$ cat src/rtl/jtvigil_pkg.sv
// Shared constants and types for the Vigilante palette arbiter.
package jtvigil_pkg;

    localparam logic [2:0] SLOT_R    = 3'd0;
    localparam logic [2:0] SLOT_G    = 3'd1;
    localparam logic [2:0] SLOT_B    = 3'd2;
    localparam logic [2:0] SLOT_CPU0 = 3'd3;
    localparam logic [2:0] SLOT_LAST = 3'd7;

    localparam logic [1:0] CH_R = 2'd0;
    localparam logic [1:0] CH_G = 2'd1;
    localparam logic [1:0] CH_B = 2'd2;

    typedef enum logic [2:0] {
        ST_IDLE = 3'd0,
        ST_PEND = 3'd1,
        ST_ACC  = 3'd2,
        ST_RD   = 3'd3,
        ST_DONE = 3'd4
    } cpu_st_e;

endpackage

$ cat src/rtl/jtvigil_pal_slot.sv
// Pixel-period slot counter with video/CPU slot decode and blank override.
// JTVIGIL_PAL_BLANKFAST_EN hands every slot to the CPU while blanking.
module jtvigil_pal_slot
    import jtvigil_pkg::*;
(
    input  logic       clk,
    input  logic       rst_n,
    input  logic       pxl_cen,
    input  logic       lhbl,
    input  logic       lvbl,
    output logic       blank,
    output logic       vid_fetch,
    output logic [1:0] vid_ch,
    output logic       cap_r,
    output logic       cap_g,
    output logic       cap_b,
    output logic       cpu_next
);

    logic [2:0] slot;
    logic [2:0] slot_nxt;
    logic       video_en;

    always_comb begin
        slot_nxt = slot;
        if (pxl_cen) begin
            slot_nxt = SLOT_R;
        end else if (slot != SLOT_LAST) begin
            slot_nxt = slot + 3'd1;
        end
    end

    always_ff @(posedge clk or negedge rst_n) begin
        if (!rst_n) begin
            slot <= SLOT_LAST;
        end else begin
            slot <= slot_nxt;
        end
    end

    assign blank = !lhbl || !lvbl;

`ifdef JTVIGIL_PAL_BLANKFAST_EN
    assign video_en = !blank;
`else
    assign video_en = 1'b1;
`endif

    assign vid_fetch = video_en && (slot < SLOT_CPU0);

    always_comb begin
        case (slot)
            SLOT_R:  vid_ch = CH_R;
            SLOT_G:  vid_ch = CH_G;
            default: vid_ch = CH_B;
        endcase
    end

    // RAM data trails its address by one cycle, so captures run one slot late.
    assign cap_r = video_en && (slot == SLOT_G);
    assign cap_g = video_en && (slot == SLOT_B);
    assign cap_b = video_en && (slot == SLOT_CPU0);

    // Grant looks at the slot the access cycle will occupy, never a video one.
    assign cpu_next = !video_en || (slot_nxt >= SLOT_CPU0);

endmodule

$ cat src/rtl/jtvigil_pal_arb.sv
// Palette RAM arbiter: video R/G/B fetch in slots 0-2, CPU access afterwards.
// Optional JTVIGIL_PAL_BLANKFAST_EN gives the CPU every slot during blanking.
module jtvigil_pal_arb
    import jtvigil_pkg::*;
#(
    parameter int AW = 11,
    parameter int DW = 8
) (
    input  logic          clk,
    input  logic          rst_n,
    input  logic          pxl_cen,
    input  logic          LHBL,
    input  logic          LVBL,
    input  logic [8:0]    pxl_idx,
    input  logic          cpu_cs,
    input  logic          cpu_rnw,
    input  logic [AW-1:0] cpu_addr,
    input  logic [DW-1:0] cpu_dout,
    output logic [DW-1:0] cpu_din,
    output logic          cpu_wait,
    output logic [AW-1:0] ram_addr,
    output logic [DW-1:0] ram_din,
    output logic          ram_we,
    input  logic [DW-1:0] ram_dout,
    output logic [4:0]    red,
    output logic [4:0]    green,
    output logic [4:0]    blue
);

    logic       blank;
    logic       vid_fetch;
    logic [1:0] vid_ch;
    logic       cap_r;
    logic       cap_g;
    logic       cap_b;
    logic       cpu_next;
    logic [8:0] idx;
    logic [4:0] pre_r;
    logic [4:0] pre_g;
    logic [4:0] pre_b;
    cpu_st_e    state;
    cpu_st_e    state_nxt;

    jtvigil_pal_slot u_slot (
        .clk       (clk),
        .rst_n     (rst_n),
        .pxl_cen   (pxl_cen),
        .lhbl      (LHBL),
        .lvbl      (LVBL),
        .blank     (blank),
        .vid_fetch (vid_fetch),
        .vid_ch    (vid_ch),
        .cap_r     (cap_r),
        .cap_g     (cap_g),
        .cap_b     (cap_b),
        .cpu_next  (cpu_next)
    );

    always_ff @(posedge clk or negedge rst_n) begin
        if (!rst_n) begin
            idx <= '0;
        end else if (pxl_cen) begin
            idx <= pxl_idx;
        end
    end

    always_comb begin
        state_nxt = state;
        case (state)
            ST_IDLE: if (cpu_cs) state_nxt = cpu_next ? ST_ACC : ST_PEND;
            ST_PEND: begin
                if (!cpu_cs) begin
                    state_nxt = ST_IDLE;
                end else if (cpu_next) begin
                    state_nxt = ST_ACC;
                end
            end
            ST_ACC:  state_nxt = cpu_rnw ? ST_RD : ST_DONE;
            ST_RD:   state_nxt = ST_DONE;
            ST_DONE: if (!cpu_cs) state_nxt = ST_IDLE;
            default: state_nxt = ST_IDLE;
        endcase
    end

    // Write strobe is a flop so a reset mid-access can never leave a partial write.
    always_ff @(posedge clk or negedge rst_n) begin
        if (!rst_n) begin
            state   <= ST_IDLE;
            ram_we  <= 1'b0;
            cpu_din <= '0;
        end else begin
            state  <= state_nxt;
            ram_we <= (state_nxt == ST_ACC) && !cpu_rnw;
            if (state == ST_RD) begin
                cpu_din <= ram_dout;
            end
        end
    end

    assign cpu_wait = rst_n && cpu_cs && (state != ST_DONE);
    assign ram_din  = cpu_dout;

    always_comb begin
        ram_addr = cpu_addr;
        if (state != ST_ACC && vid_fetch) begin
            ram_addr = AW'({idx[8], vid_ch, idx[7:0]});
        end
    end

    always_ff @(posedge clk or negedge rst_n) begin
        if (!rst_n) begin
            pre_r <= '0;
            pre_g <= '0;
            pre_b <= '0;
        end else begin
            if (cap_r) pre_r <= ram_dout[4:0];
            if (cap_g) pre_g <= ram_dout[4:0];
            if (cap_b) pre_b <= ram_dout[4:0];
        end
    end

    always_ff @(posedge clk or negedge rst_n) begin
        if (!rst_n) begin
            red   <= '0;
            green <= '0;
            blue  <= '0;
        end else if (pxl_cen) begin
            red   <= blank ? 5'd0 : pre_r;
            green <= blank ? 5'd0 : pre_g;
            blue  <= blank ? 5'd0 : pre_b;
        end
    end

endmodule

$ cat config.mk
export PLATFORM = sky130hd
export DESIGN_NAME = jtvigil_pal_arb
export DESIGN_NICKNAME = d
export VERILOG_FILES = /design/src/rtl/jtvigil_pkg.sv /design/src/rtl/jtvigil_pal_slot.sv /design/src/rtl/jtvigil_pal_arb.sv
export SDC_FILE = /design/constraint.sdc
export NUM_CORES = 1
export LEC_CHECK = 0
export CELL_PAD_IN_SITES_DETAIL_PLACEMENT = 0
export CELL_PAD_IN_SITES_GLOBAL_PLACEMENT = 1
export CORE_AREA = 2 2 95 97
export DETAILED_ROUTE_END_ITERATION = 16
export DIE_AREA = 0 0 97 99
export PLACE_DENSITY = 0.73
export SETUP_SLACK_MARGIN = 0.2
export SLEW_MARGIN = 20
export SYNTH_ARGS = -nofsm -noshare
export SYNTH_HDL_FRONTEND = slang
export SYNTH_HIERARCHICAL = 1
export SYNTH_SLANG_ARGS = --single-unit
$ cat constraint.sdc
create_clock -name clk -period 1.87 [get_ports clk]
set_clock_uncertainty 0.2 [all_clocks]
set_input_delay 0.374 -clock clk [delete_from_list [all_inputs] [get_ports clk]]
set_output_delay 0.374 -clock clk [all_outputs]
set_load 0.01 [all_outputs]
==> out/summary.txt, run 1 <==
GRT Total Usage = 0.135
gpl congestion = 0.683
worst reg2reg path startpoint = u_slot/slot[0]$_DFF_PN1_
Synth Instances = 233
Synth-to-Final Area Change = 45.3%
setup repair after global routing missed its margin = yes
area of the multi-input gates = 1320 um2
Setup-failing EPs final = 17
Die ar. = 9600 um2
final cycle utilization of the critical path = 1.20
First-pass DRT Iterations = 4
most common cell after layout, fill and taps aside = dfrtp_1
layout cells sized above 1 = 0.370
failing checks = setup timing
Most used DFF post-synth = dfrtp_1
Register Area = 1360 um2
Cell Rows = 34
Synth Warn # = 6
Worst Setup End Kind = output pin
Port Buf Inserts = 70
sequential area share after synthesis = 0.503
Initial Util = 0.315
min-delay worst type = in -> async
number of flops mapped to enable cells by yosys = 0
CTS tree = built
Tightest Pin Transition = 0.674 ns
placed cell area = 3570 um2
chip width = 97 um
status = finished, violations left
num ports = 87
critical path startpoint = u_slot/slot[0]$_DFF_PN1_
DRC violations left = 0
crit-path max FO = 4
P_int = 2.44 mW
maximum root-to-sink buffer count = 2
initial antenna violation count = 0
ys async rst share = 1.00
GRT overflow = 0
Final Hold Fails = 0
Worst EP required = 1.30 ns
Mapped Nets = 280
largest net degree at the start of global routing = 55
Power Density = 886 nW/um2
die height = 99 um
Fillers = 805
Post-CTS Hold Fix Bufs = 0
DRT iter0 DRCs = 41
NetSw = 1.03 mW
clock network fraction of total power = 0.178
Final #Nets = 369
Finished Core Util = 0.458
post-route antenna net violation count = 0
DR top layer = met4
Unique masters post-synth = 33
switching portion of total power = 0.296
largest cells by area after synthesis = dfrtp_1 (47%), mux2_2 (13%), nand3b_1 (4.7%), o211ai_1 (3.1%), nand2b_1 (3.0%)
routed length per instance = 15.0 um
crit path kind = reg -> out
Synth top area share = 0.474
Tmin final = 2.25 ns
commonest cells after routing, fill and taps aside = dfrtp_1 (48), clkdlybuf4s50_1 (33), dlygate4sd2_1 (24)
Leak Pwr = 1.75 nW
number of global-route vias before repair = 2,109
sequential share of power = 0.467
Root Driver = clkbuf_8
post-synth top area cell = dfrtp_1
Setup WS pre-CTS = -0.710 ns
Total Wirelength = 6.43 mm
worst skew pair latency = 0.30 ns
first-pass GRT wire length = 10.6 mm
routed vias = 2,019
Worst EP arrival = 1.68 ns
Final WS setup = -0.380 ns
metal1 wirelength = 2.97 mm
Ant. Diodes = 0
Slew Limit Fails = 0
#FFs+latches synth = 54
Fmax achieved = 444 MHz
Startpoint Class = flip-flop
CTS buffer count = 5
wire length on met2 = 3.11 mm
drt via density = 4.70
DP HPWL = 4.20 mm
total of max-cap violations = 0
Synth Cell Area = 2690 um2
Comb pwr share = 0.355
met3 wire length = 320 um
clock-pin transition on the worst setup and hold timing paths = 0.09 ns
core area = 8550 um2
Max H-tree Level = 2
Clock Sinks = 54
Avg Synthesized Cell Area = 11.6 um2
Peak VDD IR = 0.545 mV
Worst slew margin = 0.551
design area = 3910 um2
==> power by group through the flow <==
stage	Sequential (mW)	Clock, mW	Combinational [mW]
after global routing	1.66	0.695	1.34
after global placement	1.63	0	1.17
after detailed placement	1.63	0	1.18
final	1.62	0.617	1.23
after CTS	1.62	0.656	1.17
after floorplan	1.66	0	0.543
==> flip-flops by register name, summed over array words and instances (netlist names) <==
register	cells
idx	9
pre_b	5
ram_we	1
blue	5
pre_g	5
state	3
green	5
red	5
u_slot/slot	3
pre_r	5
cpu_din	8
==> path summary, 6_finish.rpt <==
path	end	slack, ns	cells past startpoint
hold reg to reg	cpu_din[4]$_DFFE_PN0N_	0.31	1
hold / removal	blue[0]$_DFFE_PN0P_	0.05	2
max in group asynchronous	state[0]$_DFF_PN0_	0.95	2
min in group clk	cpu_din[4]$_DFFE_PN0N_	0.31	1
setup / recovery	ram_addr[9]	-0.38	6
setup reg to reg	pre_g[0]$_DFFE_PN0P_	-0.10	7
==> worst max-delay path, cell delays in order, from the launching register on <==
cell and delay [ns]:
dfstp_2 0.61, inv_2 0.07, ha_4 0.15, o21bai_1 0.14, nand2_1 0.07, o211ai_1 0.17
buf_2 0.16
==> stage by stage <==
stage	setup TNS, ns	power [mW]	hold slack (ns)	instances
global placement	-5.68	2.80	0.288	410
detailed placement	-5.92	2.81	0.293	410
CTS	-3.07	3.45	0.0750	423
finish	-3.43	3.47	0.0543	430
global route	-4.80	3.70	0.122	430
floorplan	-0.00335	2.20	-0.122	233
==> layer usage <==
layer	GRT usage	vias up
li1	-	969
met4	0.0271	0
met2	0.219	47
met1	0.184	999
met3	0.0362	4
met5	0	-
==> cell families (layout without fill, tap and decap cells) <==
family,after synthesis,in the layout,synth area share
muxes,32,32,0.134
adders and majority gates,4,4,0.0186
buffers and inverters,40,129,0.0799
DFF,54,54,0.503
and+or+nand+nor,66,66,0.177
AOI/OAI and AO/OA,37,37,0.0874
==> layout make-up <==
| cell class | instances | share of cell area |
|---|---|---|
| clock buffer | 6 | 0.0185 |
| clock inverter | 1 | 0.00192 |
| inverter | 18 | 0.0179 |
| multi-input combinational | 139 | 0.336 |
| sequential | 54 | 0.347 |
| tap | 108 | 0.0345 |
| timing repair buffer | 104 | 0.243 |
==> cell usage after synthesis (3+ instances only) <==
| cell | count |
|---|---|
| mux2_2 | 32 |
| nand2b_1 | 13 |
| buf_2 | 3 |
| nand2_1 | 12 |
| dfrtp_1 | 51 |
| buf_6 | 3 |
| and2b_2 | 3 |
| or4bb_1 | 5 |
| nand3b_1 | 17 |
| o211ai_1 | 11 |
| buf_4 | 10 |
| ha_1 | 4 |
| inv_1 | 18 |
| o21ai_0 | 15 |
| clkbuf_1 | 5 |
| nand4bb_1 | 6 |
| dfstp_2 | 3 |
| a21oi_1 | 5 |
==> repair_timing <==
item	in CTS	in global routing
buffers inserted	3	7
resized for setup	118	18
gates cloned	3	0
endpoints found under the setup margin	54	32
pin swaps	22	10
(Power assumes the default switching activity.)
==> inputs of run 2 (changes only) <==
- PLACE_DENSITY: 0.73 -> not set
- PLACE_DENSITY_LB_ADDON: not set -> 0.1
==> run 2 against run 1 <==
The run ends with hold timing, setup timing left. Sequential power is essentially flat. Largest power group unchanged. Highest routed layer unchanged. Critical path type unchanged. Cell area shrank 0.54%. Clock power grew 34%. Maximum frequency grew 1.9%. Core utilization shrank 0.25 points. Count of clock-buffer cells in the layout shrank 1. Global-route usage grew 0.38 points.
==> out/summary.txt, run 2 (synthesis results as in run 1) <==
GRT Total Usage = 0.139 (was 0.135)
CP delay by family, top = flip-flops (unchanged)
crit-path max FO = 5 (was 4)
failing checks = hold timing, setup timing (was setup timing)
core area = 8550 um2 (unchanged)
Worst EP required = 1.30 ns (about the same)
WHS = -0.00583 ns (was 0.0543 ns)
Worst EP arrival = 1.63 ns (was 1.68 ns)
Cell Rows = 34 (unchanged)
status = finished, violations left (unchanged)
most flop-heavy register = idx (unchanged)
crit-path cells = inv_2 > ha_4 > o21bai_1 > nand2_1 > o211ai_1 > buf_2 (unchanged)
number of global-route vias before repair = 2,036 (was 2,109)
most common cell after layout, fill and taps aside = dfrtp_1 (unchanged)
CTS buffer count = 5 (unchanged)
Synth-to-Final Area Change = 44.5% (was 45.3%)
initial antenna violation count = 0 (unchanged)
Worst Setup End Kind = output pin (unchanged)
Setup-failing EPs final = 17 (unchanged)
GRT overflow = 0 (unchanged)
final cycle utilization of the critical path = 1.18 (was 1.20)
Setup WS pre-CTS = -0.726 ns (was -0.710 ns)
num ports = 87 (unchanged)
Fmax achieved = 453 MHz (was 444 MHz)
drt via density = 4.72 (was 4.70)
largest net degree at the start of global routing = 55 (unchanged)
routed length per instance = 15.6 um (was 15.0 um)
Clock Sinks = 54 (unchanged)
maximum root-to-sink buffer count = 2 (unchanged)
post-route antenna net violation count = 0 (unchanged)
Ant. Diodes = 0 (unchanged)
clock-pin transition on the worst setup and hold timing paths = 0.10 ns (was 0.09 ns)
Die ar. = 9600 um2 (unchanged)
placed cell area = 3570 um2 (about the same)
Root Driver = clkbuf_8 (unchanged)
crit path kind = reg -> out (unchanged)
Tmin final = 2.21 ns (was 2.25 ns)
total of max-cap violations = 0 (unchanged)
Total Wirelength = 6.71 mm (was 6.43 mm)
First-pass DRT Iterations = 4 (unchanged)
Bufs and invs on worst path = 2 (unchanged)
die height = 99 um (unchanged)
CTS tree = built (unchanged)
sequential share of power = 0.446 (was 0.467)
gpl congestion = 0.811 (was 0.683)
critical path's largest stage delay = 0.61 ns (about the same)
routed vias = 2,028 (was 2,019)
commonest cells after routing, fill and taps aside = dfrtp_1 (48), clkdlybuf4s50_1 (33), mux2_2 (26) (was dfrtp_1 (48), clkdlybuf4s50_1 (33), dlygate4sd2_1 (24))
min-delay worst type = in -> async (unchanged)
layout cells sized above 1 = 0.376 (was 0.370)
DRC violations left = 0 (unchanged)
Max H-tree Level = 2 (unchanged)
Peak VDD IR = 0.526 mV (was 0.545 mV)
Tightest Pin Transition = 0.706 ns (was 0.674 ns)
first-pass GRT wire length = 10.6 mm (about the same)
NetSw = 1.06 mW (was 1.03 mW)
slowest CP cell = dfstp_2 (unchanged)
Worst slew margin = 0.530 (was 0.551)
Top Registers = idx (9), cpu_din (8) (unchanged)
Final WS setup = -0.337 ns (was -0.380 ns)
switching portion of total power = 0.294 (was 0.296)
DP HPWL = 4.49 mm (was 4.20 mm)
DRT iter0 DRCs = 90 (was 41)
Power Density = 929 nW/um2 (was 886 nW/um2)
Startpoint Class = flip-flop (unchanged)
chip width = 97 um (unchanged)
setup repair after global routing missed its margin = yes (unchanged)
worst skew pair latency = 0.31 ns (was 0.30 ns)
setup_tns = -4.55 ns (was -3.43 ns)
Leak Pwr = 1.80 nW (was 1.75 nW)
Initial Util = 0.315 (unchanged)
Final #Nets = 368 (was 369)
Slew Limit Fails = 0 (unchanged)
P_int = 2.55 mW (was 2.44 mW)
Final Hold Fails = 3 (was 0)
max reg flops = 9 (unchanged)
Port Buf Inserts = 70 (unchanged)
clock network fraction of total power = 0.229 (was 0.178)
Comb pwr share = 0.325 (was 0.355)
design area = 3890 um2 (was 3910 um2)
[run 2: cell count changes in the layout (fill, tap and decap cells not counted), sizes merged]
cell / delta
bufinv: +1
clkbuf: -1
inv: +1
buf: -1
[run 2: metrics by stage]
step	std cells	utilization	power [mW]
finish	430	0.455	3.62
global route	430	0.455	3.84
CTS	425	0.435	3.60
detailed placement	411	0.417	2.82
global placement	411	0.417	2.81
floorplan	233	-	2.20
[run 2: cell type report]
class	instances	area [um2]
sequential	54	1360
tap	108	135
inverter	18	70.1
clock inverter	3	48.8
clock buffer	5	68.8
timing repair buffer	103	911
multi-input combinational	139	1300
fill	839	4660
[run 2: per-layer routing]
layer  GRT usage  vias up  wire (um)
met5           0        -          0
met4      0.0455        0        127
met3      0.0348        8        301
met2       0.219       48       3090
met1       0.188      994       3190
li1            -      978          -
[run 2: worst reg2reg max path, delay by kind of cell (launching register included)]
family,cells,cell delay [ns]
AND/OR/NAND/NOR,1,0.19
adder cells (fa/ha/maj),1,0.14
flip-flops,1,0.61
buffers and inverters,5,0.56
multiplexers,1,0.30
[run 2: final timing paths]
check | startpoint | endpoint | slack, ns | cells past startpoint
max reg2reg | u_slot/slot[0]$_DFF_PN1_ | pre_g[1]$_DFFE_PN0P_ | -0.23 | 8
min | rst_n | idx[8]$_DFFE_PN0P_ | -0.006 | 2
min reg2reg | cpu_din[1]$_DFFE_PN0N_ | cpu_din[1]$_DFFE_PN0N_ | 0.31 | 1
min in group clk | cpu_din[1]$_DFFE_PN0N_ | cpu_din[1]$_DFFE_PN0N_ | 0.31 | 1
max | u_slot/slot[0]$_DFF_PN1_ | ram_addr[9] | -0.34 | 6
max in group asynchronous | rst_n | state[1]$_DFF_PN0_ | 0.99 | 2
[run 2: power groups by stage]
| stage | clock (mW) | sequential [mW] | combinational (mW) |
|---|---|---|---|
| 4_1_cts | 0.869 | 1.61 | 1.12 |
| 3_3_place_gp | 0 | 1.63 | 1.18 |
| 2_1_floorplan | 0 | 1.66 | 0.543 |
| 3_5_place_dp | 0 | 1.64 | 1.19 |
| 5_1_grt | 0.898 | 1.66 | 1.28 |
| 6_report | 0.826 | 1.61 | 1.18 |
[run 2: what timing repair did]
item	4_1_cts	5_1_grt
pin swaps	11	13
hold buffers	0	0
cloned	1	2
setup buffers	5	3
resized for setup	96	29
setup endpoints to repair	54	31
==> inputs of run 3 (changes only) <==
- clock period: 1.87 -> 1.94 ns (I/O delays scaled with it)
==> run 3 against run 2 <==
The run ends with setup timing left. Critical path type unchanged. Global-route usage is 0.67 points lower. First-iteration DRC count decreased by 6.7%. Combinational power barely moved.
==> out/summary.txt, run 3 (synthesis results as in run 1) <==
status = finished, violations left (unchanged)
failing checks = setup timing (was hold timing, setup timing)
GRT overflow = 0 (unchanged)
NetSw = 1.02 mW (was 1.06 mW)
Final #Nets = 371 (was 368)
r2r setup slk = -0.27 ns (was -0.23 ns)
total of max-cap violations = 0 (unchanged)
Slew Limit Fails = 0 (unchanged)
Top Registers = idx (9), cpu_din (8) (unchanged)
largest net degree at the start of global routing = 55 (unchanged)
GRT Total Usage = 0.132 (was 0.139)
maximum root-to-sink buffer count = 2 (unchanged)
Leak Pwr = 1.75 nW (was 1.80 nW)
Root Driver = clkbuf_8 (unchanged)
final cycle utilization of the critical path = 1.16
layout cells sized above 1 = 0.354 (was 0.376)
Setup WS pre-CTS = -0.670 ns (was -0.726 ns)
Worst EP arrival = 1.65 ns (was 1.63 ns)
setup_tns = -4.27 ns (was -4.55 ns)
drt via density = 4.74 (was 4.72)
Initial Util = 0.315 (unchanged)
Power Density = 901 nW/um2 (was 929 nW/um2)
crit-path max FO = 3 (was 5)
Ant. Diodes = 0 (unchanged)
CTS tree = built (unchanged)
DRT iter0 DRCs = 84 (was 90)
Max H-tree Level = 2 (unchanged)
min-delay worst type = in -> async (unchanged)
commonest cells after routing, fill and taps aside = dfrtp_1 (48), clkdlybuf4s50_1 (31), dlygate4sd2_1 (25) (was dfrtp_1 (48), clkdlybuf4s50_1 (33), mux2_2 (26))
number of global-route vias before repair = 1,971 (was 2,036)
CTS buffer count = 5 (unchanged)
die height = 99 um (unchanged)
routed length per instance = 15.3 um (was 15.6 um)
critical path startpoint = u_slot/slot[1]$_DFF_PN1_ (was u_slot/slot[0]$_DFF_PN1_)
First-pass DRT Iterations = 4 (unchanged)
initial antenna violation count = 0 (unchanged)
routed vias = 2,054 (was 2,028)
Total Wirelength = 6.65 mm (was 6.71 mm)
Fmax achieved = 446 MHz
DRC violations left = 0 (unchanged)
Port Buf Inserts = 70 (unchanged)
worst reg2reg path startpoint = u_slot/slot[0]$_DFF_PN1_ (unchanged)
num ports = 87 (unchanged)
Tmin final = 2.24 ns
gpl congestion = 0.773 (was 0.811)
chip width = 97 um (unchanged)
Final Hold Fails = 0 (was 3)
crit path kind = reg -> out (unchanged)
most flop-heavy register = idx (unchanged)
setup repair after global routing missed its margin = yes (unchanged)
P_int = 2.49 mW (was 2.55 mW)
Startpoint Class = flip-flop (unchanged)
Setup-failing EPs final = 17 (unchanged)
Worst Setup End Kind = output pin (unchanged)
worst skew pair latency = 0.31 ns (about the same)
clock-pin transition on the worst setup and hold timing paths = 0.10 ns (about the same)
most common cell after layout, fill and taps aside = dfrtp_1 (unchanged)
DP HPWL = 4.20 mm (was 4.49 mm)
Worst EP required = 1.35 ns (was 1.30 ns)
Comb pwr share = 0.332 (was 0.325)
total chip power = 3.51 mW (was 3.62 mW)
Cell Rows = 34 (unchanged)
Synth-to-Final Area Change = 44.7% (was 44.5%)
Clock Sinks = 54 (unchanged)
core area = 8550 um2 (unchanged)
max reg flops = 9 (unchanged)
Worst slew margin = 0.524 (was 0.530)
Layout Cells excl Fill = 433 (was 430)
Die ar. = 9600 um2 (unchanged)
Inst Count DP = 411 (unchanged)
Final WS setup = -0.301 ns (was -0.337 ns)
post-route antenna net violation count = 0 (unchanged)
sequential share of power = 0.443 (was 0.446)
first-pass GRT wire length = 10.3 mm (was 10.6 mm)
clock network fraction of total power = 0.225 (was 0.229)
Tightest Pin Transition = 0.714 ns (was 0.706 ns)
Peak VDD IR = 0.516 mV (was 0.526 mV)
switching portion of total power = 0.291 (was 0.294)
[run 3: final timing paths]
check,endpoint,depth (start not counted)
min in group clk,cpu_din[5]$_DFFE_PN0N_,1
hold / removal,idx[8]$_DFFE_PN0P_,2
max in group asynchronous,state[0]$_DFF_PN0_,2
hold reg to reg,cpu_din[5]$_DFFE_PN0N_,1
setup reg to reg,pre_g[1]$_DFFE_PN0P_,9
setup / recovery,ram_addr[9],6
[run 3: repair_timing]
action	4_1_cts	5_1_grt
hold buffers	0	0
setup buffers	10	3
pin swaps	14	6
gates cloned	0	1
endpoints found under the setup margin	49	30
gates resized for setup	110	13
[run 3: power by group through the flow]
stage | sequential [mW] | clock, mW | combinational (mW)
floorplan | 1.60 | 0 | 0.524
global placement | 1.57 | 0 | 1.15
detailed placement | 1.57 | 0 | 1.15
CTS | 1.55 | 0.821 | 1.15
global route | 1.59 | 0.863 | 1.26
finish | 1.55 | 0.789 | 1.17
[run 3: stage by stage]
step / instance area, um2 / hold WS (ns) / util
floorplan: 2710 / -0.108 / -
global placement: 3580 / 0.286 / 0.418
detailed placement: 3580 / 0.292 / 0.418
CTS: 3820 / 0.0566 / 0.447
global route: 3900 / 0.0903 / 0.456
finish: 3900 / 0.0125 / 0.456
[run 3: layer usage]
layer,GRT usage,up-vias,wire (um)
met4,0.0293,0,40
met2,0.199,45,3160
li1,-,978,-
met3,0.0376,4,273
met5,0,-,0
met1,0.190,1027,3180
[run 3: cell type report]
type | count | area, um2
clock buffer | 5 | 68.8
clock inverter | 3 | 48.8
inverter | 18 | 70.1
timing repair buffer | 106 | 943
fill | 829 | 4650
multi-input combinational | 139 | 1270
sequential | 54 | 1360
tap | 108 | 135
[run 3: worst max-delay path, stage by stage (launching register included)]
cell and delay [ns]:
dfstp_2 0.61, inv_4 0.06, ha_4 0.16, o21bai_1 0.14
nand2_1 0.07, o211ai_1 0.15, buf_2 0.16
